==> src/rtl/cmo_dc_arbiter.sv <==
// Purpose : shares the single L1D$ CMO port between NUM_REQ requesters (index 0 = cmo_fu);
//           round-robin grant with lock-until-accept, bounded outstanding count and
//           in-order routing of L1D$ acks back to the originating requester.
// Latency : 0-cycle combinational request path; acks are routed in the same cycle they arrive.
// Backpressure: a presented-but-unaccepted request locks the grant until the L1D$ takes it;
//           no request is presented while MAX_OUTSTANDING CMOs are awaiting their ack.
// Ports   : clk_i/rst_i (async active-high reset), cmo_req_i/cmo_resp_o (per requester),
//           cmo_dc_req_o/cmo_dc_resp_i (L1D$ side), busy_o, err_o (sticky spurious-ack flag).
// Config  : define CMO_ARB_FENCE_EN to treat CLEAN_ALL/FLUSH_ALL/INVAL_ALL as fences.

package cmo_dc_arbiter_pkg;
   localparam logic [3:0] CMO_CLEAN     = 4'd0;
   localparam logic [3:0] CMO_FLUSH     = 4'd1;
   localparam logic [3:0] CMO_INVAL     = 4'd2;
   localparam logic [3:0] CMO_CLEAN_ALL = 4'd3;
   localparam logic [3:0] CMO_FLUSH_ALL = 4'd4;
   localparam logic [3:0] CMO_INVAL_ALL = 4'd5;

   typedef struct packed {
      logic        req;
      logic [7:0]  trans_id;
      logic [63:0] address;
      logic [3:0]  cmo_op;
   } cmo_req_t;

   typedef struct packed {
      logic       req_ready;
      logic       ack;
      logic [7:0] trans_id;
   } cmo_resp_t;
endpackage

module cmo_dc_arbiter
   import cmo_dc_arbiter_pkg::*;
#(
   parameter int unsigned NUM_REQ         = 2,
   parameter int unsigned MAX_OUTSTANDING = 4
) (
   input  logic      clk_i,
   input  logic      rst_i,
   input  cmo_req_t  cmo_req_i  [NUM_REQ],
   output cmo_resp_t cmo_resp_o [NUM_REQ],
   output cmo_req_t  cmo_dc_req_o,
   input  cmo_resp_t cmo_dc_resp_i,
   output logic      busy_o,
   output logic      err_o
);

   localparam int IDX_W = (NUM_REQ > 1) ? $clog2(NUM_REQ) : 1;
   localparam int CNT_W = $clog2(MAX_OUTSTANDING + 1);
   localparam int PTR_W = (MAX_OUTSTANDING > 1) ? $clog2(MAX_OUTSTANDING) : 1;

   logic [IDX_W-1:0] rr_ptr_q, rr_ptr_d;
   logic [IDX_W-1:0] lock_idx_q, lock_idx_d;
   logic             lock_q, lock_d;
   logic [CNT_W-1:0] count_q, count_d;
   logic [PTR_W-1:0] wr_ptr_q, wr_ptr_d, rd_ptr_q, rd_ptr_d;
   logic             err_q, err_d;
   logic [IDX_W-1:0] fifo_q [MAX_OUTSTANDING];

   logic [IDX_W-1:0] sel, cand, head;
   logic             sel_vld, can_issue, accept, pop, any_req;
   int unsigned      idx;

`ifdef CMO_ARB_FENCE_EN
   logic fence_q, fence_d, is_fence;
`endif

   function automatic logic [PTR_W-1:0] ptr_inc(input logic [PTR_W-1:0] p);
      return (p == PTR_W'(MAX_OUTSTANDING - 1)) ? '0 : p + PTR_W'(1);
   endfunction

   // Arbitration: a held lock wins; otherwise scan from rr_ptr with wrap-around.
   always_comb begin
      sel     = lock_idx_q;
      sel_vld = 1'b0;
      idx     = 0;
      cand    = '0;
      any_req = 1'b0;
      for (int unsigned i = 0; i < NUM_REQ; i++) begin
         any_req = any_req | cmo_req_i[i].req;
      end
      if (lock_q) begin
         sel_vld = cmo_req_i[lock_idx_q].req;
      end else begin
         for (int unsigned k = 0; k < NUM_REQ; k++) begin
            idx = 32'(rr_ptr_q) + k;
            if (idx >= NUM_REQ) idx = idx - NUM_REQ;
            cand = IDX_W'(idx);
            if (!sel_vld && cmo_req_i[cand].req) begin
               sel_vld = 1'b1;
               sel     = cand;
            end
         end
      end
   end

   // Issue gate uses the registered count only, so an ack in the same cycle
   // never frees a slot early. Outputs stay quiet while reset is asserted.
`ifdef CMO_ARB_FENCE_EN
   always_comb begin
      is_fence  = (cmo_req_i[sel].cmo_op == CMO_CLEAN_ALL) ||
                  (cmo_req_i[sel].cmo_op == CMO_FLUSH_ALL) ||
                  (cmo_req_i[sel].cmo_op == CMO_INVAL_ALL);
      can_issue = !rst_i && (count_q < CNT_W'(MAX_OUTSTANDING)) && !fence_q &&
                  (!is_fence || (count_q == '0));
   end
`else
   always_comb begin
      can_issue = !rst_i && (count_q < CNT_W'(MAX_OUTSTANDING));
   end
`endif

   // Output logic.
   always_comb begin
      cmo_dc_req_o = '0;
      if (sel_vld) begin
         cmo_dc_req_o     = cmo_req_i[sel];
         cmo_dc_req_o.req = can_issue;
      end
      accept = cmo_dc_req_o.req & cmo_dc_resp_i.req_ready;
      pop    = cmo_dc_resp_i.ack && (count_q != '0);
      head   = fifo_q[rd_ptr_q];
      for (int unsigned i = 0; i < NUM_REQ; i++) begin
         cmo_resp_o[i] = '0;
         if (accept && (sel == IDX_W'(i))) cmo_resp_o[i].req_ready = 1'b1;
         if (pop && (head == IDX_W'(i))) begin
            cmo_resp_o[i].ack      = 1'b1;
            cmo_resp_o[i].trans_id = cmo_dc_resp_i.trans_id;
         end
      end
      busy_o = !rst_i && ((count_q != '0) || any_req);
      err_o  = err_q;
   end

   // Next-state logic.
   always_comb begin
      rr_ptr_d   = rr_ptr_q;
      lock_d     = lock_q;
      lock_idx_d = lock_idx_q;
      if (accept) begin
         rr_ptr_d = (sel == IDX_W'(NUM_REQ - 1)) ? '0 : sel + IDX_W'(1);
         lock_d   = 1'b0;
      end else if (sel_vld) begin
         // Holds the grant whether stalled by req_ready or by the issue gate,
         // so a blocked requester cannot be starved by later arrivals.
         lock_d     = 1'b1;
         lock_idx_d = sel;
      end else begin
         lock_d = 1'b0;
      end
      count_d  = count_q + CNT_W'(accept) - CNT_W'(pop);
      wr_ptr_d = accept ? ptr_inc(wr_ptr_q) : wr_ptr_q;
      rd_ptr_d = pop ? ptr_inc(rd_ptr_q) : rd_ptr_q;
      err_d    = err_q | (cmo_dc_resp_i.ack && (count_q == '0));
`ifdef CMO_ARB_FENCE_EN
      // A fence is only issued with nothing outstanding and blocks further issue,
      // so the next ack popped is always the fence's own.
      fence_d = fence_q & ~pop;
      if (accept && is_fence) fence_d = 1'b1;
`endif
   end

   // State registers.
   always_ff @(posedge clk_i or posedge rst_i) begin
      if (rst_i) begin
         rr_ptr_q   <= '0;
         lock_q     <= 1'b0;
         lock_idx_q <= '0;
         count_q    <= '0;
         wr_ptr_q   <= '0;
         rd_ptr_q   <= '0;
         err_q      <= 1'b0;
`ifdef CMO_ARB_FENCE_EN
         fence_q    <= 1'b0;
`endif
      end else begin
         rr_ptr_q   <= rr_ptr_d;
         lock_q     <= lock_d;
         lock_idx_q <= lock_idx_d;
         count_q    <= count_d;
         wr_ptr_q   <= wr_ptr_d;
         rd_ptr_q   <= rd_ptr_d;
         err_q      <= err_d;
`ifdef CMO_ARB_FENCE_EN
         fence_q    <= fence_d;
`endif
      end
   end

   // Id FIFO storage; validity is tracked by count/pointers alone.
   always_ff @(posedge clk_i) begin
      if (accept) fifo_q[wr_ptr_q] <= sel;
   end

   a_no_overflow: assert property (@(posedge clk_i) disable iff (rst_i)
      !(accept && !pop && (count_q == CNT_W'(MAX_OUTSTANDING))));

endmodule

==> config.mk <==
export PLATFORM = sky130hd
export DESIGN_NAME = cmo_dc_arbiter
export DESIGN_NICKNAME = d
export VERILOG_FILES = /design/src/rtl/cmo_dc_arbiter.sv
export SDC_FILE = /design/constraint.sdc
export NUM_CORES = 1
export LEC_CHECK = 0
export CAP_MARGIN = 20
export CORE_AREA = 3 3 103 105
export CTS_BUF_LIST = sky130_fd_sc_hd__clkbuf_8
export CTS_CLUSTER_SIZE = 30
export DETAILED_ROUTE_END_ITERATION = 6
export DIE_AREA = 0 0 106 108
export GPL_TIMING_DRIVEN = 0
export PLACE_DENSITY_LB_ADDON = 0.05
export SYNTH_ARGS = -nofsm -noshare
export SYNTH_HDL_FRONTEND = slang
export SYNTH_SLANG_ARGS = --single-unit
==> constraint.sdc <==
create_clock -name clk_i -period 2.4 [get_ports clk_i]
set_input_delay 0.24 -clock clk_i [delete_from_list [all_inputs] [get_ports clk_i]]
set_output_delay 0.24 -clock clk_i [all_outputs]
set_load 0.005 [all_outputs]
After elaboration in Yosys (flattened, before gate mapping):

Memory sizes are Yosys's and may differ from the RTL's.
Index checks and enable logic that the tools add are counted.

* memories kept: 1
* bits in registers: 11
* word-level logic and storage cells: 85
* input port bits: 166
* bits in writable memories: 4
* output and inout bits: 99

* eq/ne operators: 2
* reductions and logical operators: 15
* mux-type cells: 35
* bitwise logic cells: 10
* add/subtract/negate cells: 8
* order comparisons: 7

Memories
* fifo_q: words 4, bits a word 1, read ports 1, clocked after memory_dff 0, wr ports 1, line 59 `logic [IDX_W-1:0] fifo_q [MAX_OUTSTANDING];`

Operators with widths (count)
* 77-bit two-way mux: 10
* 76-bit two-way mux: 3
* 1-bit two-way mux: 18
* 9-bit two-way mux: 2
* 2-bit >= comparator (second input constant): 5
* 1-bit logical AND: 9
* 1-bit inverter with 2-bit output: 4
* 2-bit by 1-bit adder with 2-bit output (second input constant): 2
* 2-bit equality test (second input constant): 2
* 2-bit two-way mux: 2
* 3-bit by 1-bit adder with 3-bit output: 1
* 3-bit zero test: 1
* 3-bit < comparator (second input constant): 1
* 1-bit inverter: 3
* 3-bit nonzero test: 1
* 3-bit by 1-bit subtractor with 3-bit output: 1
* 1-bit by 1-bit adder with 2-bit output (second input constant): 1
* 1-bit by 2-bit >= comparator with 1-bit output (second input constant): 1
* 1-bit zero test: 2
* 1-bit bitwise OR: 2
* 2-bit AND reduction: 1
* 1-bit subtractor (second input constant): 2
* 1-bit adder (second input constant): 1
* 1-bit bitwise AND: 1
* 1-bit logical OR: 1

Depth between registers and ports, before layout:

Gate-level depths: netlist of the first run.

* word-level depth: 21
* gate-level depth with buffers: 9
* mapped depth without buffers: 8

Least setup slack after synthesis of the first run:

OpenSTA, ideal clock, no wires.

* kind: reg2reg
* from: register lock_idx_q
* to: register count_q[2]
* period minus slack after synthesis: 2.217 ns
* cell stages (with the launch flop): 10
* buffers on the path: 1
* slack: 0.183 ns
* data arrival time: 2.095 ns
* required time: 2.277 ns
* library setup time: 0.123 ns
* cells stage by stage: dfrtp_1 -> buf_2 -> a21boi_1 -> o211ai_2 -> ha_1 -> inv_1 -> ha_1 -> fa_1 -> xnor2_1 -> xnor2_1

* word-level cells in the longest chain between the ends: 9

Ends and longest elaborated chain
* start: declaration: line 54 `logic [IDX_W-1:0] lock_idx_q, lock_idx_d;`
* start signal: assignment: line 180 `lock_idx_q <= lock_idx_d;`
* 1-bit inverter with 2-bit output (not written as such): line 84 `sel_vld = cmo_req_i[lock_idx_q].req;`
* 77-bit two-way mux (not written as such) (3 in a row): line 84
* 1-bit two-way mux: line 83 `if (lock_q) begin`
* 77-bit two-way mux: line 117 `if (sel_vld) begin`
* 1-bit bitwise AND: line 121 `accept = cmo_dc_req_o.req & cmo_dc_resp_i.req_ready;`
* 3-bit by 1-bit adder with 3-bit output: line 152 `count_d = count_q + CNT_W'(accept) - CNT_W'(pop);`
* 3-bit by 1-bit subtractor with 3-bit output: line 152
* via count_d[2]: line 56 `logic [CNT_W-1:0] count_q, count_d;`
* end signal: assignment: line 181 `count_q <= count_d;`
* end: declaration: line 56

The timed path passes the listed nets, and every way through them passes these cells. The select of a mux whose other input is x is not followed.
A chain may end at the register's enable or synchronous reset.

==> results of run 1 <==
-- timing repair --
| item | CTS | global route |
|---|---|---|
| resized for setup | 84 | 110 |
| buffers inserted | 3 | 6 |
| setup endpoints to repair | 79 | 72 |
| pin swaps | 3 | 10 |
-- power groups by stage --
stage | Sequential (mW) | Clock (mW) | Combinational (mW)
4_1_cts | 0.479 | 0.202 | 4.45
3_3_place_gp | 0.461 | 0 | 4.17
5_1_grt | 0.506 | 0.212 | 4.92
3_5_place_dp | 0.470 | 0 | 4.26
6_report | 0.490 | 0.197 | 4.55
2_1_floorplan | 0.448 | 0 | 2.24
-- cells in the final DEF (no fill, tap or decap), types with 2 or more instances in the layout --
| master | n |
|---|---|
| a21oi_2 | 3 |
| edfxtp_1 | 4 |
| clkbuf_2 | 18 |
| nor2b_1 | 2 |
| nor2b_4 | 2 |
| nor2_1 | 9 |
| mux2i_1 | 3 |
| clkbuf_8 | 3 |
| dfrtp_1 | 10 |
| ha_1 | 7 |
| inv_2 | 2 |
| mux2_2 | 6 |
| xnor2_1 | 2 |
| and3_1 | 16 |
| dlygate4sd2_1 | 10 |
| clkbuf_1 | 5 |
| buf_2 | 9 |
| buf_8 | 2 |
| dlymetal6s2s_1 | 32 |
| and2_1 | 3 |
| clkbuf_4 | 13 |
| o221ai_1 | 151 |
| inv_1 | 12 |
| buf_4 | 25 |
| clkdlybuf4s50_1 | 221 |
| a21oi_1 | 74 |
| buf_6 | 16 |
-- Yosys cell counts (all sizes together) --
master	n	area, sq um
mux2	6	67.56
buf	36	192.7
edfxtp	4	120.1
nor2b	4	25.02
clkbuf	43	162.7
o22ai	1	6.260
o221ai	152	1331
o21ai	1	8.760
a21o	1	7.510
or3b	2	20.02
inv	13	48.79
nor3b	1	7.510
a21boi	1	7.510
nand2b	2	12.51
ha	7	87.58
mux2i	4	40.04
nor2	9	33.78
fa	1	20.02
a21oi	77	385.4
and3	16	100.1
xnor2	2	17.52
dfrtp	11	275.3
nor3	2	10.01
o211ai	2	20.02
and2	3	18.77
-- layout make-up --
type | count | area (sq um) | area share
well taps | 133 | 166.4 | 0.02633
multi-input cells | 294 | 2315 | 0.3662
flip-flops and latches | 15 | 396.6 | 0.06275
repair buffers | 272 | 2768 | 0.4378
clock inverters | 1 | 3.754 | 0.0005938
inverters | 13 | 48.80 | 0.007720
plain buffers | 79 | 581.8 | 0.09204
clock buffers | 3 | 41.29 | 0.006532
-- how the worst max path moves through the flow --
stage | to | cells past startpoint
finish | cmo_dc_req_o[22] | 7
global route | cmo_dc_req_o[22] | 6
CTS | cmo_dc_req_o[69] | 5
detailed placement | cmo_dc_req_o[16] | 7
global placement | cmo_dc_req_o[16] | 7
floorplan | count_q[2]$_DFF_PP0_ | 9
-- stage by stage --
step                      worst slack, ns  setup TNS [ns]  power [mW]    util
after floorplan                    0.1825               0       2.683       -
after global placement            -0.4927          -22.90       4.627  0.5988
after detailed placement          -0.4624          -24.69       4.727  0.5988
after CTS                       -0.002093       -0.002093       5.128  0.6228
after global routing             -0.02318        -0.06114       5.638  0.6497
final                             0.05655               0       5.237  0.6497
-- flip-flops by register name, indices dropped and copies added, names as in the netlist --
register,cells
lock_idx_q,1
fifo_q,4
rd_ptr_q,2
rr_ptr_q,1
count_q,3
err_o,1
wr_ptr_q,2
lock_q,1
-- per-layer routing --
layer	GRT usage	vias up	routed length, um
met1	0.2846	2255	5874
met4	0.06568	0	401
met5	0	-	0
met3	0.05194	28	1332
met2	0.4472	248	7868
li1	-	2259	-
-- cell families after synthesis --
logic type	count (synthesis)	synth area share
flip-flops	15	0.1306
AND/OR/NAND/NOR	39	0.07524
buffers and inverters	92	0.1335
adder cells (fa/ha/maj)	8	0.03555
multiplexers	10	0.03555
AO/OA/AOI/OAI	235	0.5837
XOR/XNOR	2	0.005789
==> metrics.txt, run 1 <==
sequential power share 0.093; Cells after Synth 401; Die X 106 um; clock sink total 15; GR Util All Layers 0.2426; fillers 865; number of I/O pins 265; CP bufs+invs 4; CP delay by family, top buffers and inverters; Hold WC Path Type input port to async pin; FF-to-FF setup slack 0.14 ns; layout cells sized above 1 0.1625; fin crit period 2.343 ns; CTS tree yes; Synth Cell Area 3027 sq um; Sw Share 0.4547; Max Slew Vio Count 0; Leak Pwr 2.709 nW; Worst path max stage delay 0.45 ns; Core Area 9729 sq um; Logic pwr share 0.869; Reg2Reg Capture Point count_q[2]$_DFF_PP0_; setup skew after layout 0.001607 ns; Tcrit/Tclk final 0.9764; first-pass iteration count of the detailed router 5; Yosys warning total 0; first-pass GRT wire length 23130 um; syn_nets 575; Post-Place Cell Area 5826 sq um; DR iter-0 viols 203; Finished Layout Cells 810; Worst setup SP type register; register area share after synthesis 0.1306; Antenna diodes 0; final setup fails 0; Synth-to-Final Area Change 108.8%; synthesis-stage register bit count 15; Req. time, crit path 2.16 ns; RSZ-0062 raised after global routing yes; Power per Cell Area 828.5 nW/um^2; fmax 426.7 MHz; kind of critical path register to output port; critical path fanouts, max 10; Routability Congestion 0.8404; crit path from lock_idx_q$_DFFE_PP0P_; Worst slew margin 0.7051; antenna violations before repair 0; Peak VDD IR 383.7 uV; Clock Pin Slew Worst Setup and Hold Paths 0.06 ns; Clock Path Buffers 2; switching pwr 2.381 mW; htree depth 1; Clk Latency, worst-skew pair 0.24 ns; DRC viols 0; Final Instance Area 6321 sq um; Critical-path top delay cell clkdlybuf4s50_1; Root Driver clkbuf_8; hpwl dp 12130 um; Worst R2R Path Depth 9; # placed instances 797; Netlist cell types 30; Detail Route Antenna Nets 0; Syn Area/Cell 7.548 sq um; drt total wl 15480 um; CP Cell Sequence buf_4, or3b_4, o21ai_4, buf_6, buf_8, a21oi_2, clkdlybuf4s50_1; Final #Nets 852; Clock power frac 0.038; largest net degree at the start of global routing 12; row cnt 36; vias per cell 5.914; Initial Util 0.3111; reg-to-reg startpoint lock_q$_DFF_PP0_; die area 11450 sq um; CTS Buf Count 3; port bufs 263; status finished, final reports clean; drt wl/cell 19.11 um; Fin. Hold Viols 0; Pint 2.856 mW; vias in the first global route 4671; WP data arrival 2.10 ns; Die Y 108 um; Congestion Overflow GR 0; worst slew pin tran 0.4418 ns; critical path endpoint category output port; hold_buf cts 0; DR vias 4790; Max Cap Viol 0; Hold WS 0.4565 ns
Note: power is estimated with default switching activity, not from simulation.
==> inputs of run 2 (changes only) <==
- clock period: 2.4 -> 2.56 ns (I/O delays scaled with it)
==> run 2 against run 1 <==
Critical path depth unchanged. Combinational power is 9.0% lower. Count of clock-buffer cells in the layout did not move. Clock power decreased by 6%. Non-clock buffer count shrank 7.
==> metrics.txt, run 2 (synthesized netlist as in run 1, its figures left out) <==
Worst slew margin 0.6437 (-0.06142); vias per cell 5.913 (about the same); status finished, final reports clean; Final #Nets 845 (-0.82%); drt total wl 15310 um (-1.1%); row cnt 36 (unchanged); Initial Util 0.3111 (unchanged); final core occ 0.6173 (-0.03241); Leak Pwr 2.118 nW (-22%); critical path fanouts, max 10 (unchanged); clock sink total 15 (unchanged); GR Layer Usage met3 0.05134 (-0.0005970); fin crit period 2.534 ns; DR iter-0 viols 235 (+16%); Congestion Overflow GR 0 (unchanged); fmax 394.6 MHz; die area 11450 sq um (unchanged); WP data arrival 2.28 ns (+0.18 ns); layout cells sized above 1 0.1284 (-0.03412); Clk Latency, worst-skew pair 0.24 ns (about the same); port bufs 263 (unchanged); # placed instances 797 (unchanged); antenna violations before repair 0 (unchanged); largest reg by FF count fifo_q; Synth-to-Final Area Change 98.43%; critical path endpoint category output port; vias in the first global route 4612 (-1.3%); Detail Route Antenna Nets 0 (unchanged); Worst R2R Path Depth 9 (unchanged); setup skew after layout 0.0006751 ns (-0.0009321 ns); Worst Hold Path EP lock_q$_DFF_PP0_; Root Driver clkbuf_8; Worst setup SP type register; htree depth 1 (unchanged); Max Slew Vio Count 0 (unchanged); Top Registers fifo_q x4, count_q x3; largest net degree at the start of global routing 12 (unchanged); DRC viols 0 (unchanged); worst slew pin tran 0.5196 ns (+0.07776 ns); DR vias 4748 (-0.88%); Max Cap Viol 0 (unchanged); Die X 106 um (unchanged); Reg2Reg Capture Point count_q[2]$_DFF_PP0_; met2 usage 0.4408 (-0.006375); CTS Buf Count 3 (unchanged); Clock Pin Slew Worst Setup and Hold Paths 0.06 ns (about the same); Antenna diodes 0 (unchanged); CTS tree yes; Multi-input gate area 2275 sq um (-1.7%); Req. time, crit path 2.30 ns (+0.14 ns); number of I/O pins 265 (unchanged); number of flip-flops in the largest register 4 (unchanged); Routability Congestion 0.8404 (unchanged); Power per Cell Area 795.4 nW/um^2 (-4.0%); Die Y 108 um (unchanged); Hold Path Depth 3; Hold WC Path Type input port to register; Fin. Hold Viols 0 (unchanged); reg-to-reg startpoint lock_idx_q$_DFFE_PP0P_; FF-to-FF setup slack 0.23 ns (+0.09 ns); most common cell after layout, fill and taps aside clkdlybuf4s50_1; most used routing layer met2; hpwl dp 12130 um (unchanged); Tcrit/Tclk final 0.9899; drt wl/cell 19.06 um (-0.24%); first-pass GRT wire length 22960 um (-0.74%); Clock Path Buffers 2 (unchanged); Finished Layout Cells 803 (-0.86%); fillers 919 (+6.2%); FF/Latch Area 396.6 sq um (unchanged); Hold WS 0.4630 ns (+0.006544 ns); Peak VDD IR 360.2 uV (-6.1%); Core Area 9729 sq um (unchanged); GR Util All Layers 0.2410 (-0.001514); first-pass iteration count of the detailed router 5 (unchanged); commonest cells after routing, fill and taps aside clkdlybuf4s50_1, o221ai_1, a21oi_1; hold_sp cmo_req_i[76]; final setup fails 0 (unchanged); kind of critical path register to output port; RSZ-0062 raised after global routing yes; met1 Use GR 0.2868 (+0.002183)
[run 2: cell types whose count changed in the layout (fill, tap and decap cells not counted), sizes merged]
cell,previous run,this run
clkbuf,39,50
dlymetal6s2s,32,0
dlygate4sd2,10,1
buf,52,34
clkdlybuf4s50,221,262
[run 2: final cells by class]
class / count / share of cell area
Buffer: 79 / 0.07167
Clock buffer: 3 / 0.006875
Clock inverter: 1 / 0.0006250
Inverter: 13 / 0.008125
Multi-Input combinational cell: 294 / 0.3787
Sequential cell: 15 / 0.06604
Tap cell: 133 / 0.02771
Timing Repair Buffer: 265 / 0.4402
[run 2: timing repair]
| item | CTS | global route |
|---|---|---|
| pin swaps | 2 | 0 |
| buffers inserted | 0 | 1 |
| resized for setup | 34 | 32 |
| endpoints found under the setup margin | 76 | 70 |
| hold buffers | 0 | 0 |
| gates cloned | 0 | 1 |
[run 2: critical path, cell delays in order, from the launching register on]
cell	delay, ns
dfrtp_1	0.40
and2_1	0.14
clkbuf_2	0.17
buf_4	0.20
buf_2	0.23
o221ai_1	0.13
a21oi_1	0.21
clkdlybuf4s50_1	0.54
[run 2: worst max-delay path by stage]
stage | to | from | cells past startpoint | slack [ns]
2_1_floorplan | count_q[2]$_DFF_PP0_ | lock_idx_q$_DFFE_PP0P_ | 9 | 0.34
4_1_cts | cmo_dc_req_o[29] | lock_idx_q$_DFFE_PP0P_ | 7 | 0.01
3_5_place_dp | cmo_dc_req_o[16] | cmo_req_i[153] | 7 | -0.33
6_report | cmo_dc_req_o[29] | rr_ptr_q$_DFFE_PP0P_ | 7 | 0.03
5_1_grt | cmo_dc_req_o[39] | rr_ptr_q$_DFFE_PP0P_ | 7 | -0.06
3_3_place_gp | cmo_dc_req_o[16] | cmo_req_i[153] | 7 | -0.36
[run 2: routing by layer]
metal  wire length [um]  up-vias  share of wire
li1                   -     2242              -
met1               5842     2226           0.38
met2               7745      250           0.51
met3               1310       30          0.086
met4                408        0          0.027
met5                  0        -              0
[run 2: where the power goes]
part	leakage, nW	internal, mW	total (mW)	switching, mW
Sequential	0.162	0.353	0.450	0.0968
Clock	0.0269	0.106	0.185	0.0792
Combinational	1.93	2.13	4.14	2.01
[run 2: metrics by stage]
step / total power, mW / setup slack (ns) / setup TNS (ns) / area, sq um
2_1_floorplan: 2.515 / 0.3425 / 0 / 3027
3_3_place_gp: 4.338 / -0.3647 / -12.80 / 5826
3_5_place_dp: 4.432 / -0.3344 / -14.52 / 5826
4_1_cts: 4.720 / 0.01317 / 0 / 5948
5_1_grt: 5.152 / -0.05935 / -1.042 / 6006
6_report: 4.777 / 0.02580 / 0 / 6006
==> inputs of run 3 (changes only) <==
- CORE_AREA: 3 3 103 105 -> unset
- CORE_MARGIN: unset -> 3
- CORE_UTILIZATION: unset -> 30
- DIE_AREA: 0 0 106 108 -> unset
- HOLD_SLACK_MARGIN: unset -> 0.05
==> run 3 against run 2 <==
Sequential share of layout area decreased by 0.12 points. Global-route usage is 1.0 points higher. Clock power rose by 5%. Die area decreased by 1.0%. Worst hold slack worse by 0.0059 ns. Combinational power grew 2%. First-iteration DRC count increased by 40%. Critical path depth stayed put. Sequential power about the same. Clock skew increased by 0.0067 ns. Largest cell class unchanged. Highest routed layer unchanged.
==> metrics.txt, run 3 (synthesized netlist as in run 1, its figures left out) <==
critical path fanouts, max 10 (unchanged); Top Registers fifo_q x4, count_q x3; Congestion Overflow GR 0 (unchanged); clock sink total 15 (unchanged); kind of critical path register to output port; row cnt 36 (unchanged); GR Util All Layers 0.2514 (+0.01036); Die Y 106.4 um (-1.4%); Worst R2R Path Depth 9 (unchanged); CP Cell Sequence nand2b_1, buf_2, buf_6, buf_2, o221ai_1, a21oi_1, clkdlybuf4s50_1; Final #Nets 847 (+0.24%); hold_sp err_o$_DFF_PP0_; Initial Util 0.3097 (-0.001434); Hold WS 0.4572 ns (-0.005878 ns); Clk Latency, worst-skew pair 0.25 ns (about the same); Clock Path Buffers 2 (unchanged); drt total wl 15490 um (+1.2%); number of flip-flops in the largest register 4 (unchanged); Worst path max stage delay 0.52 ns (-0.02 ns); DR iter-0 viols 328 (+40%); CTS Buf Count 3 (unchanged); status finished, final reports clean; Core Area 9774 sq um (+0.46%); port bufs 263 (unchanged); number of I/O pins 265 (unchanged); Critical-path top delay cell clkdlybuf4s50_1; largest reg by FF count fifo_q; Tcrit/Tclk final 0.9751 (-0.01477); # placed instances 797 (unchanged); Worst Hold Path EP err_o$_DFF_PP0_; Setup WS post-layout 0.06362 ns (+0.03782 ns); largest net degree at the start of global routing 12 (unchanged); worst slew pin tran 0.5061 ns (-0.01349 ns); FF-to-FF setup slack 0.20 ns (-0.03 ns); antenna violations before repair 0 (unchanged); layout cells sized above 1 0.1354 (+0.007058); Die X 106.4 um (+0.42%); vias per cell 5.820 (-1.6%); htree depth 1 (unchanged); Reg2Reg Capture Point count_q[2]$_DFF_PP0_; DR vias 4685 (-1.3%); WP data arrival 2.24 ns (-0.04 ns); Root Driver clkbuf_8; Peak VDD IR 405.0 uV (+12%); Finished Layout Cells 805 (+0.25%); RSZ-0062 raised after global routing yes; setup skew after layout 0.007380 ns (+0.006705 ns); CP bufs+invs 4 (unchanged); Hold Path Depth 1 (-2); Detail Route Antenna Nets 0 (unchanged); final core occ 0.6261 (+0.008804); DRC viols 0 (unchanged); Synth-to-Final Area Change 102.2%; Antenna diodes 0 (unchanged); final setup fails 0 (unchanged); most common cell after layout, fill and taps aside clkdlybuf4s50_1; crit path from lock_q$_DFF_PP0_; first-pass GRT wire length 23620 um (+2.9%); die area 11330 sq um (-1.0%); Setup TNS 0 ns (unchanged); cell seen most often among critical-path stages buf_2; critical path endpoint category output port; Leak Pwr 2.258 nW (+6.6%); Max Cap Viol 0 (unchanged); Worst setup SP type register; reg-to-reg startpoint lock_q$_DFF_PP0_; Fin. Hold Viols 0 (unchanged); fmax 400.6 MHz (+1.5%); Hold WC Path Type register to register; CP delay by family, top buffers and inverters; fin crit period 2.496 ns (-0.03782 ns); drt wl/cell 19.25 um (+0.96%); Routability Congestion 0.8420 (+0.19%); Place WS -0.3353 ns (-0.0008880 ns); hpwl dp 12110 um (-0.13%); Max Slew Vio Count 0 (unchanged); hold_buf cts 0 (unchanged); vias in the first global route 4524 (-1.9%); Power per Cell Area 796.8 nW/um^2 (+0.18%); Req. time, crit path 2.30 ns (about the same); Clock Pin Slew Worst Setup and Hold Paths 0.06 ns (about the same); fillers 891 (-3.0%); Worst slew margin 0.6529 (+0.009251); commonest cells after routing, fill and taps aside clkdlybuf4s50_1, o221ai_1, a21oi_1; first-pass iteration count of the detailed router 5 (unchanged); CTS tree yes
[run 3: cell count changes in the layout (fill, tap and decap cells not counted), sizes merged]
cell and change:
clkdlybuf4s50 -7, dlymetal6s2s +7, buf +5, clkbuf -3, clkinv +1, inv -1
[run 3: worst max-delay path by stage]
stage,endpoint,slack [ns],cells after the start
4_1_cts,cmo_dc_req_o[64],0.009,6
3_5_place_dp,cmo_dc_req_o[17],-0.34,7
2_1_floorplan,count_q[2]$_DFF_PP0_,0.34,9
3_3_place_gp,cmo_dc_req_o[35],-0.30,7
5_1_grt,cmo_dc_req_o[32],-0.02,7
6_report,cmo_dc_req_o[20],0.06,7
[run 3: cell type report]
class                      instances  area [sq um]  area share
buffer                            79         485.5     0.07933
clock buffer                       3         41.29    0.006747
clock inverter                     1         5.005   0.0008178
inverter                          13         48.80    0.007974
multi-input combinational        294          2300      0.3758
sequential                        15         396.6     0.06481
tap                              133         166.4     0.02719
timing repair buffer             267          2676      0.4373
[run 3: metal layers]
metal	track usage	part of all wire	up-vias
met5	0	0	-
met4	0.04932	0.017	0
met3	0.06800	0.098	23
met2	0.4548	0.51	243
met1	0.2982	0.38	2165
li1	-	-	2254
[run 3: where the power goes]
part,total (mW),internal (mW),switching [mW]
Combinational,4.23,2.20,2.04
Clock,0.194,0.108,0.0861
Sequential,0.451,0.353,0.0981
Total,4.88,2.66,2.22
[run 3: stage by stage]
step / area, sq um / total power, mW
after floorplan: 3027 / 2.515
after global placement: 5826 / 4.320
after detailed placement: 5826 / 4.411
after CTS: 5969 / 4.730
after global routing: 6120 / 5.284
final: 6120 / 4.876
[run 3: timing repair]
| action | 4_1_cts | 5_1_grt |
|---|---|---|
| buffers inserted | 0 | 3 |
| setup endpoints to repair | 77 | 70 |
| gates cloned | 0 | 1 |
| pin swaps | 2 | 2 |
| gates resized for setup | 40 | 67 |
